**src/rtl/bsg_mem_byte_store_coalescer.sv**
```systemverilog
// ---------------------------------------------------------------------------
// bsg_mem_byte_store_coalescer
//
// Purpose:
//   Write-side initiator for a byte-masked 1r1w sync memory. Sub-word stores
//   (1/2/4/.. bytes, right-aligned data) arrive over valid/ready. Consecutive
//   stores to the same word are merged into one held entry. The entry leaves
//   as a single registered masked write on eviction (store to another word),
//   on flush, on a snoop hit, or (optionally) after an idle timeout.
//
// Handshake:
//   A store is accepted on a cycle where v_i & ready_o. ready_o drops only in
//   a snoop-hit cycle. The memory side has no back-pressure: w_v_o is a
//   one-cycle pulse, and w_mask_o is 0 whenever w_v_o is 0.
//
// Ports:
//   clk_i, reset_n_i            clock, asynchronous active-low reset
//   v_i, ready_o                store handshake
//   addr_i, size_i, data_i      byte address, log2(bytes), right-aligned data
//   flush_i                     evict the held entry (after merging any store)
//   snoop_v_i, snoop_addr_i     reader probe, word address
//   snoop_stall_o               reader must not sample memory this cycle
//   misaligned_o                pulse: the last accepted store was dropped
//   empty_o                     nothing held and no write in flight
//   w_v_o, w_mask_o, w_addr_o, w_data_o   registered masked write
//
// Optional feature:
//   BSG_STORE_COALESCE_TIMEOUT_EN -- when defined, an idle counter evicts the
//   held entry after timeout_p HOLD cycles with no accepted store.
// ---------------------------------------------------------------------------
module bsg_mem_byte_store_coalescer #(
    parameter  int width_p       = 32,
    parameter  int els_p         = 64,
    parameter  int timeout_p     = 16,
    localparam int mask_width_lp = width_p >> 3,
    localparam int addr_width_lp = (els_p > 1) ? $clog2(els_p) : 1,
    localparam int off_width_lp  = (mask_width_lp > 1) ? $clog2(mask_width_lp) : 1,
    localparam int size_width_lp = ((off_width_lp + 1) > 1) ? $clog2(off_width_lp + 1) : 1
) (
    input  logic                                  clk_i,
    input  logic                                  reset_n_i,
    input  logic                                  v_i,
    output logic                                  ready_o,
    input  logic [addr_width_lp+off_width_lp-1:0] addr_i,
    input  logic [size_width_lp-1:0]              size_i,
    input  logic [width_p-1:0]                    data_i,
    input  logic                                  flush_i,
    input  logic                                  snoop_v_i,
    input  logic [addr_width_lp-1:0]              snoop_addr_i,
    output logic                                  snoop_stall_o,
    output logic                                  misaligned_o,
    output logic                                  empty_o,
    output logic                                  w_v_o,
    output logic [mask_width_lp-1:0]              w_mask_o,
    output logic [addr_width_lp-1:0]              w_addr_o,
    output logic [width_p-1:0]                    w_data_o
);

    typedef enum logic {EMPTY = 1'b0, HOLD = 1'b1} state_e;

    state_e                     state_q, state_d;
    logic [addr_width_lp-1:0]   hold_addr_q, hold_addr_d;
    logic [mask_width_lp-1:0]   hold_mask_q, hold_mask_d;
    logic [width_p-1:0]         hold_data_q, hold_data_d;
    logic                       flush_pend_q, flush_pend_d;
    logic                       snoop_stall_q;
    logic                       misaligned_q;
    logic                       w_v_q;
    logic [mask_width_lp-1:0]   w_mask_q;
    logic [addr_width_lp-1:0]   w_addr_q;
    logic [width_p-1:0]         w_data_q;

    // ---------------- store decode ----------------
    logic [off_width_lp-1:0]    st_off;
    logic [addr_width_lp-1:0]   st_word;
    logic [31:0]                st_nbytes;
    logic                       st_aligned;
    logic [mask_width_lp-1:0]   st_mask;
    logic [width_p-1:0]         st_data;
    logic [width_p-1:0]         merge_data;

    assign st_off    = addr_i[off_width_lp-1:0];
    assign st_word   = addr_i[addr_width_lp+off_width_lp-1:off_width_lp];
    assign st_nbytes = 32'd1 << size_i;
    assign st_data   = data_i << {st_off, 3'b000};

    // Offset must be a multiple of the size, and the access must fit in a word.
    assign st_aligned = (st_nbytes != 32'd0)
                     && (st_nbytes <= 32'(mask_width_lp))
                     && (32'(st_off) < 32'(mask_width_lp))
                     && ((32'(st_off) & (st_nbytes - 32'd1)) == 32'd0);

    always_comb begin
        st_mask = '0;
        for (int i = 0; i < mask_width_lp; i++) begin
            st_mask[i] = (32'(i) >= 32'(st_off)) && (32'(i) < 32'(st_off) + st_nbytes);
        end
    end

    // New bytes overwrite old ones lane by lane.
    always_comb begin
        merge_data = hold_data_q;
        for (int i = 0; i < mask_width_lp; i++) begin
            if (st_mask[i]) merge_data[8*i +: 8] = st_data[8*i +: 8];
        end
    end

    // ---------------- handshake ----------------
    logic snoop_hit;
    logic accept;
    logic store_ok;
    logic flush_eff;
    logic timeout_hit;

    assign snoop_hit = snoop_v_i && (state_q == HOLD) && (snoop_addr_i == hold_addr_q);
    assign ready_o   = ~snoop_hit;
    assign accept    = v_i && ready_o;
    assign store_ok  = accept && st_aligned;
    assign flush_eff = flush_i || flush_pend_q;

`ifdef BSG_STORE_COALESCE_TIMEOUT_EN
    localparam int cnt_width_lp = ((timeout_p + 1) > 1) ? $clog2(timeout_p + 1) : 1;
    logic [cnt_width_lp-1:0] cnt_q, cnt_d;

    // Fires on the last idle cycle so the write lands timeout_p cycles after
    // the entry stopped receiving stores.
    assign timeout_hit = (state_q == HOLD) && !accept
                      && (cnt_q == cnt_width_lp'(timeout_p - 1));
`else
    assign timeout_hit = 1'b0;
`endif

    // ---------------- next state ----------------
    logic                     emit;
    logic [addr_width_lp-1:0] emit_addr;
    logic [mask_width_lp-1:0] emit_mask;
    logic [width_p-1:0]       emit_data;

    always_comb begin
        state_d      = state_q;
        hold_addr_d  = hold_addr_q;
        hold_mask_d  = hold_mask_q;
        hold_data_d  = hold_data_q;
        flush_pend_d = 1'b0;
        emit         = 1'b0;
        emit_addr    = hold_addr_q;
        emit_mask    = hold_mask_q;
        emit_data    = hold_data_q;

        if (snoop_hit) begin
            // No store can be accepted this cycle; the held entry goes out.
            emit    = 1'b1;
            state_d = EMPTY;
        end else if (store_ok) begin
            if ((state_q == HOLD) && (st_word == hold_addr_q)) begin
                hold_mask_d = hold_mask_q | st_mask;
                hold_data_d = merge_data;
            end else begin
                emit        = (state_q == HOLD);
                hold_addr_d = st_word;
                hold_mask_d = st_mask;
                hold_data_d = st_data;
            end
            state_d = HOLD;
            if (flush_eff) begin
                if (emit) begin
                    // Output register is taken by the evicted entry; the new
                    // one is flushed on the following cycle.
                    flush_pend_d = 1'b1;
                end else begin
                    emit      = 1'b1;
                    emit_addr = hold_addr_d;
                    emit_mask = hold_mask_d;
                    emit_data = hold_data_d;
                    state_d   = EMPTY;
                end
            end
        end else if ((state_q == HOLD) && (flush_eff || timeout_hit)) begin
            emit    = 1'b1;
            state_d = EMPTY;
        end
    end

`ifdef BSG_STORE_COALESCE_TIMEOUT_EN
    always_comb begin
        cnt_d = '0;
        if ((state_q == HOLD) && (state_d == HOLD) && !accept) begin
            cnt_d = cnt_q + cnt_width_lp'(1);
        end
    end

    always_ff @(posedge clk_i or negedge reset_n_i) begin
        if (!reset_n_i) cnt_q <= '0;
        else            cnt_q <= cnt_d;
    end
`endif

    // ---------------- registers ----------------
    always_ff @(posedge clk_i or negedge reset_n_i) begin
        if (!reset_n_i) begin
            state_q       <= EMPTY;
            hold_addr_q   <= '0;
            hold_mask_q   <= '0;
            hold_data_q   <= '0;
            flush_pend_q  <= 1'b0;
            snoop_stall_q <= 1'b0;
            misaligned_q  <= 1'b0;
        end else begin
            state_q       <= state_d;
            hold_addr_q   <= hold_addr_d;
            hold_mask_q   <= hold_mask_d;
            hold_data_q   <= hold_data_d;
            flush_pend_q  <= flush_pend_d;
            snoop_stall_q <= snoop_hit;
            misaligned_q  <= accept && !st_aligned;
        end
    end

    always_ff @(posedge clk_i or negedge reset_n_i) begin
        if (!reset_n_i) begin
            w_v_q    <= 1'b0;
            w_mask_q <= '0;
            w_addr_q <= '0;
            w_data_q <= '0;
        end else begin
            w_v_q    <= emit;
            w_mask_q <= emit ? emit_mask : '0;
            if (emit) begin
                w_addr_q <= emit_addr;
                w_data_q <= emit_data;
            end
        end
    end

    // ---------------- outputs ----------------
    // Stall covers the hit cycle and the cycle the write is in flight.
    assign snoop_stall_o = snoop_hit || snoop_stall_q;
    assign misaligned_o  = misaligned_q;
    assign empty_o       = (state_q == EMPTY) && !w_v_q;
    assign w_v_o         = w_v_q;
    assign w_mask_o      = w_mask_q;
    assign w_addr_o      = w_addr_q;
    assign w_data_o      = w_data_q;

endmodule

```
**config.mk**
```make
export PLATFORM = sky130hd
export DESIGN_NAME = bsg_mem_byte_store_coalescer
export DESIGN_NICKNAME = d
export VERILOG_FILES = /design/src/rtl/bsg_mem_byte_store_coalescer.sv
export SDC_FILE = /design/constraint.sdc
export NUM_CORES = 1
export LEC_CHECK = 0
export CAP_MARGIN = 20
export CORE_UTILIZATION = 45
export CTS_BUF_LIST = sky130_fd_sc_hd__clkbuf_4
export DETAILED_ROUTE_END_ITERATION = 8
export HOLD_SLACK_MARGIN = 0.05
export PLACE_DENSITY_LB_ADDON = 0.1
export SETUP_SLACK_MARGIN = 0.4
export SYNTH_ARGS = -nofsm -noshare
export SYNTH_HDL_FRONTEND = slang
export SYNTH_SLANG_ARGS = --single-unit
```
**constraint.sdc**
```tcl
create_clock -name clk_i -period 2.7 [get_ports clk_i]
set_input_delay 0.54 -clock clk_i [delete_from_list [all_inputs] [get_ports clk_i]]
set_output_delay 0.54 -clock clk_i [all_outputs]
set_load 0.03 [all_outputs]
```
==> results.ini, run 1 <==
[floorplan]
die_area_um2 = 10600
initial_core_util_pct = 46.7
core_um2 = 9860
io_pins = 100
rows = 36
fp.dieW_um = 103
die_y_um = 103

[synthesis]
synthCells = 448
synth_seq_cells = 89
synth.area.top_cells = dfrtp_1 48%, mux2i_1 10%, mux2_2 5.4%
syn_nets = 505
synth_warnings = 0
synth_area_um2 = 4610
synth.distinct_cells = 49
synth_ff_type = dfrtp_1
synth_top_area_share_pct = 48.3
yosysMostFrequentCell = dfrtp_1
syn_avg_cell_area_um2 = 10.3
yosysSeqAreaShare_pct = 48.3
yosys-top-cells-count = 89 x dfrtp_1, 47 x nand2_1, 46 x mux2i_1
yosys.area.top_type = dfrtp_1
async_reset_ff_share_pct = 100
synth_edf_count = 0

[worst_setup_path]
required_ps = 3050
r2r_slack_ps = 400
timing.rr.end = w_data_o[30]
critical_path_class = primary input to flip-flop
cp_data_arrival_time_ps = 2860
worstRegToRegCells = 8
end_kind = flip-flop
path_max_fanout = 8
startpoint_type = primary input

[route]
ant_nets = 0
vias = 3893
drc = 0
postRouteWirelength_mm = 12.2
via_per_inst = 5.35
drtIter0Drc = 131
post_drt_wl_per_cell_um = 16.8
firstDrtPassIters = 5

[global_route]
grt_remaining_overflow = 0
grt_pass1_wl_mm = 19.0
grt_use_total_pct = 23.9
grt_pass1_vias = 3784
grt_max_degree = 46
antenna_found_initial = 0

[cts]
clkTransAtPathRegs_ps = 140
tritoncts = yes
insertion_delay_ps = 450
cts_made_buffers = 9
cts.sinks = 89
cts_max_path_buffers = 2
cts_root_buffer = clkbuf_4
htree_num_levels = 3

[placement]
io_buffers = 99
gp_congestion = 0.858
dp.final_hpwl_mm = 8.63

[sta]
worst_pin_slew_ps = 632
drv_slew = 0
grt_setup_unrepaired = yes
timing_hold_violations_final = 0
fmax_mhz = 398
skew_ps = 15.9
slew-limit-headroom_pct = 57.8
finalSetupViolations = 0
fin_crit_ps = 2510
post-route-period-util_pct = 93.1

[job]
maxCapViolCount = 0

[layout]
nFillCells = 791
syn_to_final_growth_pct = 42.6
multi_input_area_um2 = 2500
final_util_pct = 66.6
nets = 646
n_antenna_cell = 0
seq_area_um2 = 2230
drive_gt1_share_pct = 23.9

[power]
irDropWorstVdd_mv = 0.415
p_per_area_nw_per_um2 = 661
p_leak_nw = 3.03
power_mw = 4.35

[run_status]
status = finished, final reports clean

[hold_path]
hold_path.class = primary input to async pin

==> logic make-up (layout without fill, tap and decap cells) <==
group	count (synthesis)	in the layout	share of synthesized area, %
xor+xnor	12	12	2.28
flops	89	89	48.3
buf+inv	33	179	3.04
simple gates	129	129	13.1
fa+ha+maj	4	4	1.25
mux	68	68	15.4
compound gates	113	113	16.6
==> critical path, stage by stage <==
cell and delay, ps:
buf_8 100, nor2_4 130, ha_4 150, inv_2 30
fa_2 550, nor2b_1 70, o41a_1 490, and3_4 220
o21ai_4 140, buf_12 150, mux2i_4 230, o21ai_2 60
==> layout make-up <==
type	instances	area share, %
Clock buffer	13	1.49
Clock inverter	3	0.267
Inverter	9	0.514
Multi-Input combinational cell	326	38.0
Sequential cell	89	33.9
Tap cell	133	2.53
Timing Repair Buffer	154	23.3
==> registers in the layout, summed over array words and instances, names as in the netlist, 4 cells and up, named ones only <==
signal,cells
hold_mask_q,4
w_data_o,32
w_addr_o,6
w_mask_o,4
hold_data_q,32
==> per-stage QoR <==
stage	TNS, ps	setup WS [ps]	instance area, µm²	hold WS, ps	std cells
final	0	187	6570	70.6	727
after CTS	0	207	6430	88.2	722
after global placement	-29400	-657	6130	460	696
after detailed placement	-32570	-726	6130	464	696
after global routing	0	120	6570	124	727
after floorplan	-2510	-186	4710	244	448
==> repair_timing <==
| action | 4_1_cts | 5_1_grt |
|---|---|---|
| hold buffers | 0 | 0 |
| pin swaps | 14 | 17 |
| endpoints found under the setup margin | 77 | 76 |
| setup buffers | 10 | 5 |
| endpoints found under the hold margin | 0 | 0 |
| gates resized for setup | 44 | 25 |
==> where the power goes <==
| group | total (mW) | switching, mW | internal (mW) |
|---|---|---|---|
| clock | 0.670 | 0.441 | 0.229 |
| combinational | 1.83 | 0.984 | 0.848 |
| sequential | 1.84 | 0.201 | 1.64 |
| total | 4.35 | 1.63 | 2.72 |
==> cells in the final DEF, fill, tap and decap left out, types with 6 or more instances in the layout <==
cell type	n
mux2i_1	42
nor2_1	42
a21oi_1	24
o21ai_1	7
buf_4	41
clkdlybuf4s50_1	87
o21ai_0	24
xnor2_1	6
a211oi_1	9
a32oi_1	8
dfrtp_1	89
buf_12	9
mux2_2	11
o31ai_1	6
and2_1	10
mux2_4	11
clkbuf_4	14
inv_1	6
buf_6	8
a22o_1	10
dlygate4sd2_1	6
nor2b_1	10
nand2_1	45
==> worst max path at each step <==
stage / slack, ps / startpoint / endpoint / depth (start not counted)
after floorplan: -190 / size_i[1] / w_data_o[16] / 11
after global placement: -660 / size_i[0] / hold_data_q[20] / 11
after detailed placement: -730 / size_i[0] / hold_data_q[23] / 11
after CTS: 210 / flip-flop / snoop_stall_o / 7
after global routing: 120 / size_i[1] / w_data_o[30] / 11
final: 190 / size_i[1] / w_data_o[16] / 12
==> routing by layer <==
layer	up-vias	routed length (µm)	part of all wire [%]	GRT usage, %
li1	1881	-	-	-
met1	1897	5580	46	32.7
met2	98	5950	49	39.0
met3	17	488	4.0	3.02
met4	0	182	1.5	9.53
met5	-	0	0	0
No activity file was read; power rests on OpenSTA's default activity.
==> run 2: changes to the inputs <==
==> constraint.sdc (replaced) <==
create_clock -name clk_i -period 2.7 [get_ports clk_i]
set_input_delay 0.54 -clock clk_i [delete_from_list [all_inputs] [get_ports clk_i]]
set_output_delay 0.54 -clock clk_i [all_outputs]
set_load 0.1 [all_outputs]
==> results.ini, run 2 (synthesis gave the netlist of run 1 again) <==
[layout]
final_cell_mix = 90 x buf_4, 88 x dfrtp_1, 44 x nand2_1  ; was 89 x dfrtp_1, 87 x clkdlybuf4s50_1, 45 x nand2_1
syn_to_final_growth_pct = 41.9  ; was 42.6%
layout.cells.non_filler = 732  ; was 727
n_antenna_cell = 0  ; unchanged
nets = 651  ; was 646
fin_area_um2 = 6540  ; was 6570 µm²
nFillCells = 795  ; was 791
multi_input_area_um2 = 2520  ; was 2500 µm²
drive_gt1_share_pct = 32.1  ; was 23.9%
seq_area_um2 = 2230  ; about the same
final_common_cell = buf_4  ; was dfrtp_1

[route]
postRouteWirelength_mm = 12.4  ; was 12.2 mm
vias = 3943  ; was 3,893
drtIter0Drc = 146  ; was 131
post_drt_wl_per_cell_um = 17.0  ; was 16.8 µm
via_per_inst = 5.39  ; was 5.35
firstDrtPassIters = 4  ; was 5
ant_nets = 0  ; unchanged
drc = 0  ; unchanged

[sta]
post-route-period-util_pct = 92.2  ; was 93.1%
fin_crit_ps = 2490  ; was 2510 ps
worst_pin_slew_ps = 652  ; was 632 ps
slew-limit-headroom_pct = 56.2  ; was 57.8%
skew_ps = 17.2  ; was 15.9 ps
grt_setup_unrepaired = yes  ; unchanged
fmax_mhz = 402  ; was 398 MHz
drv_slew = 0  ; unchanged
timing_hold_violations_final = 0  ; unchanged
finalSetupViolations = 0  ; unchanged

[job]
maxCapViolCount = 0  ; unchanged

[worst_setup_path]
cp_top_family = compound AO/OA/AOI/OAI gates  ; was adder cells
worst_path_max_delay_cell = fa_2  ; unchanged
setup.worst_path.start = size_i[1]  ; unchanged
path_cells = buf_8 -> nor2_4 -> ha_4 -> inv_2 -> fa_2 -> nor2b_1 -> o41a_1 -> and3_4 -> o21ai_4 -> buf_12 -> mux2i_2 -> o21ai_1  ; was buf_8 -> nor2_4 -> ha_4 -> inv_2 -> fa_2 -> nor2b_1 -> o41a_1 -> and3_4 -> o21ai_4 -> buf_12 -> mux2i_4 -> o21ai_2
path_max_fanout = 7  ; was 8
critical_path_class = primary input to flip-flop  ; unchanged
critPathBufInv = 3  ; unchanged
end_kind = flip-flop  ; unchanged
cp_data_arrival_time_ps = 2810  ; was 2860 ps
startpoint_type = primary input  ; unchanged
required_ps = 3020  ; was 3050 ps
critPathMaxStageDelay_ps = 530  ; was 550 ps

[power]
p_leak_nw = 3.13  ; was 3.03 nW
p_per_area_nw_per_um2 = 831  ; was 661 nW/µm²
irDropWorstVdd_mv = 0.632  ; was 0.415 mV

[hold_path]
hold_path.class = flip-flop to flip-flop  ; was primary input to async pin
hp-start = w_data_o[2]

[global_route]
use_met1_pct = 32.9  ; was 32.7%
grt_pass1_vias = 3982  ; was 3,784
grt_use_total_pct = 24.6  ; was 23.9%
grt_remaining_overflow = 0  ; unchanged
grt_max_degree = 38  ; was 46
grt_pass1_wl_mm = 19.7  ; was 19.0 mm
antenna_found_initial = 0  ; unchanged
grt_busiest_layer = met2  ; unchanged
met3_usage_pct = 4.57  ; was 3.02%
gr-usage-met2_pct = 41.0  ; was 39.0%

[placement]
gp_congestion = 0.850  ; was 0.858
dp.final_hpwl_mm = 9.06  ; was 8.63 mm
placed_area_um2 = 6040  ; was 6130 µm²
dp_cells = 694  ; was 696
io_buffers = 99  ; unchanged

[floorplan]
fp.dieW_um = 103  ; unchanged
core_um2 = 9860  ; unchanged
die_area_um2 = 10600  ; unchanged
rows = 36  ; unchanged
io_pins = 100  ; unchanged
die_y_um = 103  ; unchanged
initial_core_util_pct = 46.7  ; unchanged

[cts]
clkTransAtPathRegs_ps = 140  ; about the same
htree_num_levels = 3  ; unchanged
insertion_delay_ps = 440  ; was 450 ps
cts_made_buffers = 9  ; unchanged
cts_root_buffer = clkbuf_4  ; unchanged
tritoncts = yes  ; unchanged
cts.sinks = 89  ; unchanged
cts_max_path_buffers = 2  ; unchanged

[run_status]
status = finished, final reports clean  ; unchanged

[run 2: cell count changes in the layout (fill, tap and decap cells not counted), sizes merged]
cell | previous run | this run
clkdlybuf4s50 | 87 | 41
clkbuf | 14 | 12
buf | 60 | 110
clkinvlp | 1 | 4
dlygate4sd2 | 6 | 7
dlygate4sd3 | 0 | 1
clkinv | 3 | 1
[run 2: layout make-up]
class	count	share of cell area (%)
Clock buffer	12	1.38
Tap cell	133	2.55
Sequential cell	89	34.1
Timing Repair Buffer	159	22.4
Clock inverter	4	0.459
Inverter	9	0.517
Multi-Input combinational cell	326	38.6
[run 2: final timing paths]
path                       cells past startpoint  slack (ps)         endpoint
hold reg to reg                                2         500      w_data_o[2]
setup / recovery                              12         210     w_data_o[20]
setup reg to reg                               8         470  hold_data_q[15]
max in group asynchronous                      3        1440     w_data_o[18]
hold / removal                                 2         500      w_data_o[2]
min in group asynchronous                      2         570      w_addr_o[2]
[run 2: tightest hold or removal path: cells and delay by family (launching register included)]
family / cells / cell delay [ps]
AOI/OAI and AO/OA: 1 / 60
DFF: 1 / 370
and+or+nand+nor: 1 / 50
[run 2: what timing repair did]
action	CTS	global route
pin swaps	12	16
hold buffers	1	0
buffers inserted	18	3
hold endpoints to repair	21	0
resized for setup	47	23
cloned	0	0
setup endpoints to repair	71	68
[run 2: metrics by stage]
step                      util (%)  TNS [ps]  worst slack (ps)  hold slack [ps]  total power [mW]
after detailed placement      61.2    -32440              -718              475              4.66
after global routing          66.3         0               169              522              5.68
after floorplan                  -     -2510              -186              244              3.93
after global placement        61.2    -29270              -645              463              4.62
after CTS                     65.1         0               259              508              5.41
final                         66.3         0               211              498              5.43
[run 2: power by group]
group / leakage (nW) / internal, mW / total (mW) / switching (mW)
Sequential: 1.11 / 1.64 / 1.85 / 0.211
Combinational: 1.96 / 0.786 / 2.90 / 2.12
Clock: 0.0558 / 0.221 / 0.677 / 0.457
Total: 3.13 / 2.65 / 5.43 / 2.78
[run 2: per-layer routing]
metal,vias up,wire [µm]
li1,1881,-
met1,1937,5680
met2,107,6030
met3,18,507
met4,0,207
met5,-,0
==> run 3: changes to the inputs <==
--- a/config.mk
+++ b/config.mk
@@ -11,7 +11,7 @@
 export DETAILED_ROUTE_END_ITERATION = 8
 export HOLD_SLACK_MARGIN = 0.05
 export PLACE_DENSITY_LB_ADDON = 0.1
-export SETUP_SLACK_MARGIN = 0.4
+export SETUP_SLACK_MARGIN = 0.3
 export SYNTH_ARGS = -nofsm -noshare
 export SYNTH_HDL_FRONTEND = slang
 export SYNTH_SLANG_ARGS = --single-unit
==> results.ini, run 3 (synthesis gave the netlist of run 1 again) <==
[run_status]
status = finished, final reports clean  ; unchanged

[route]
postRouteWirelength_mm = 12.1  ; was 12.4 mm
vias = 3942  ; was 3,943
via_per_inst = 5.38  ; was 5.39
firstDrtPassIters = 5  ; was 4
post_drt_wl_per_cell_um = 16.5  ; was 17.0 µm
ant_nets = 0  ; unchanged
drtIter0Drc = 155  ; was 146
drc = 0  ; unchanged

[floorplan]
initial_core_util_pct = 46.7  ; unchanged
rows = 36  ; unchanged
die_area_um2 = 10600  ; unchanged
io_pins = 100  ; unchanged
die_y_um = 103  ; unchanged
fp.dieW_um = 103  ; unchanged
core_um2 = 9860  ; unchanged

[global_route]
grt_use_total_pct = 23.7  ; was 24.6%
use_met1_pct = 33.4  ; was 32.9%
antenna_found_initial = 0  ; unchanged
grt_pass1_wl_mm = 18.8  ; was 19.7 mm
grt_max_degree = 45  ; was 38
gr-usage-met2_pct = 37.1  ; was 41.0%
grt_pass1_vias = 3641  ; was 3,982
grt_busiest_layer = met2  ; unchanged
grt_remaining_overflow = 0  ; unchanged
met3_usage_pct = 2.96  ; was 4.57%

[cts]
cts_made_buffers = 9  ; unchanged
tritoncts = yes  ; unchanged
htree_num_levels = 3  ; unchanged
cts_max_path_buffers = 2  ; unchanged
insertion_delay_ps = 450  ; was 440 ps
cts.sinks = 89  ; unchanged
clkTransAtPathRegs_ps = 130  ; was 140 ps
cts_root_buffer = clkbuf_4  ; unchanged

[power]
clkPwrFrac_pct = 13.6  ; was 12.5%
p_sw_mw = 2.73  ; was 2.78 mW
irDropWorstVdd_mv = 0.592  ; was 0.632 mV
p_seq_share_pct = 34.0  ; was 34.1%
p_per_area_nw_per_um2 = 842  ; was 831 nW/µm²
p_leak_nw = 3.08  ; was 3.13 nW
pwr-share-comb_pct = 52.4  ; was 53.4%
p_int_mw = 2.68  ; was 2.65 mW
power_mw = 5.42  ; was 5.43 mW
sw_frac_of_total_pct = 50.5  ; was 51.2%

[layout]
nets = 652  ; was 651
n_antenna_cell = 0  ; unchanged
nFillCells = 826  ; was 795
final_cell_mix = 95 x buf_4, 88 x dfrtp_1, 45 x nand2_1  ; was 90 x buf_4, 88 x dfrtp_1, 44 x nand2_1
fin_area_um2 = 6430  ; was 6540 µm²
final_common_cell = buf_4  ; unchanged
syn_to_final_growth_pct = 39.7  ; was 41.9%
drive_gt1_share_pct = 30.8  ; was 32.1%
layout.cells.non_filler = 733  ; was 732

[worst_setup_path]
required_ps = 3040  ; was 3020 ps
end_kind = flip-flop  ; unchanged
path_max_fanout = 8  ; was 7
critPathMaxStageDelay_ps = 480  ; was 530 ps
worst_path_max_delay_cell = o41a_1  ; was fa_2
path_cells = buf_6 -> nor2_4 -> ha_4 -> inv_2 -> fa_2 -> o31a_1 -> o41a_1 -> and3_4 -> o21ai_4 -> buf_12 -> mux2i_1 -> o21ai_1  ; was buf_8 -> nor2_4 -> ha_4 -> inv_2 -> fa_2 -> nor2b_1 -> o41a_1 -> and3_4 -> o21ai_4 -> buf_12 -> mux2i_2 -> o21ai_1
cp_data_arrival_time_ps = 2790  ; was 2810 ps
critical_path_class = primary input to flip-flop  ; unchanged
startpoint_type = primary input  ; unchanged

[sta]
drv_slew = 0  ; unchanged
slew-limit-headroom_pct = 58.5  ; was 56.2%
post-route-period-util_pct = 90.7  ; was 92.2%
grt_setup_unrepaired = yes  ; unchanged
worst_pin_slew_ps = 618  ; was 652 ps
skew_ps = 13.2  ; was 17.2 ps
timing_hold_violations_final = 0  ; unchanged
fmax_mhz = 408  ; was 402 MHz
finalSetupViolations = 0  ; unchanged
finalWorstSetupSlack_ps = 252  ; was 211 ps
fin_crit_ps = 2450  ; was 2490 ps

[placement]
placed_area_um2 = 6070  ; was 6040 µm²
dp_cells = 698  ; was 694
io_buffers = 99  ; unchanged
dp.final_hpwl_mm = 8.67  ; was 9.06 mm
gp_congestion = 0.860  ; was 0.850
place_ws_ps = -692  ; was -718 ps

[hold_path]
hold_path.class = flip-flop to flip-flop  ; unchanged

[job]
maxCapViolCount = 0  ; unchanged

[run 3: changes by cell type in the layout (fill, tap and decap cells not counted), sizes merged]
| cell | previous run | this run |
|---|---|---|
| buf | 110 | 111 |
| clkinv | 1 | 5 |
| clkbuf | 12 | 11 |
| bufinv | 0 | 1 |
| clkinvlp | 4 | 0 |
[run 3: final timing paths]
path                        startpoint              to  slack, ps  depth (start not counted)
setup / recovery             size_i[0]    w_data_o[19]        250                         12
max in group asynchronous    reset_n_i  hold_data_q[9]       1460                          3
setup reg to reg             flip-flop    w_data_o[27]        390                          9
hold reg to reg            w_addr_o[1]     w_addr_o[1]        500                          2
min in group asynchronous    reset_n_i     w_addr_o[1]        550                          2
hold / removal             w_addr_o[1]     w_addr_o[1]        500                          2
[run 3: power groups by stage]
stage / clock network [mW] / logic [mW] / registers, mW
6_report: 0.740 / 2.84 / 1.84
3_3_place_gp: 0 / 2.75 / 1.86
3_5_place_dp: 0 / 2.77 / 1.87
5_1_grt: 0.807 / 2.97 / 1.88
2_1_floorplan: 0 / 0.608 / 3.31
4_1_cts: 0.758 / 2.81 / 1.84
[run 3: worst max-delay path, delay by kind of cell]
kind,cells,cell delay [ps]
mux,1,200
simple gates,2,340
buf+inv,3,280
fa+ha+maj,2,470
compound gates,4,950
[run 3: per-layer routing]
metal	part of all wire, %	vias up	wire length [µm]
met2	47	114	5730
met4	1.9	0	234
met1	46	1922	5610
li1	-	1887	-
met3	4.3	19	515
met5	0	-	0
[run 3: cell type report]
type	count	area [µm²]	area share [%]
clock buffers	11	82.6	1.28
clock inverters	5	46.3	0.719
inverters	9	33.8	0.525
multi-input cells	326	2410	37.4
flip-flops and latches	89	2230	34.6
well taps	133	166	2.59
repair buffers	160	1470	22.8
[run 3: per-stage QoR]
step | setup TNS, ps | hold slack (ps) | utilization (%)
2_1_floorplan | -2510 | 244 | -
3_3_place_gp | -26410 | 463 | 61.6
3_5_place_dp | -28540 | 467 | 61.6
4_1_cts | 0 | 496 | 64.1
5_1_grt | 0 | 515 | 65.2
6_report | 0 | 495 | 65.2
[run 3: timing repair]
item                                    4_1_cts  5_1_grt
endpoints found under the setup margin       60       33
pin swaps                                    11        2
buffers inserted                             11        7
hold endpoints to repair                     28        0
hold buffers                                  1        0
resized for setup                            27       13
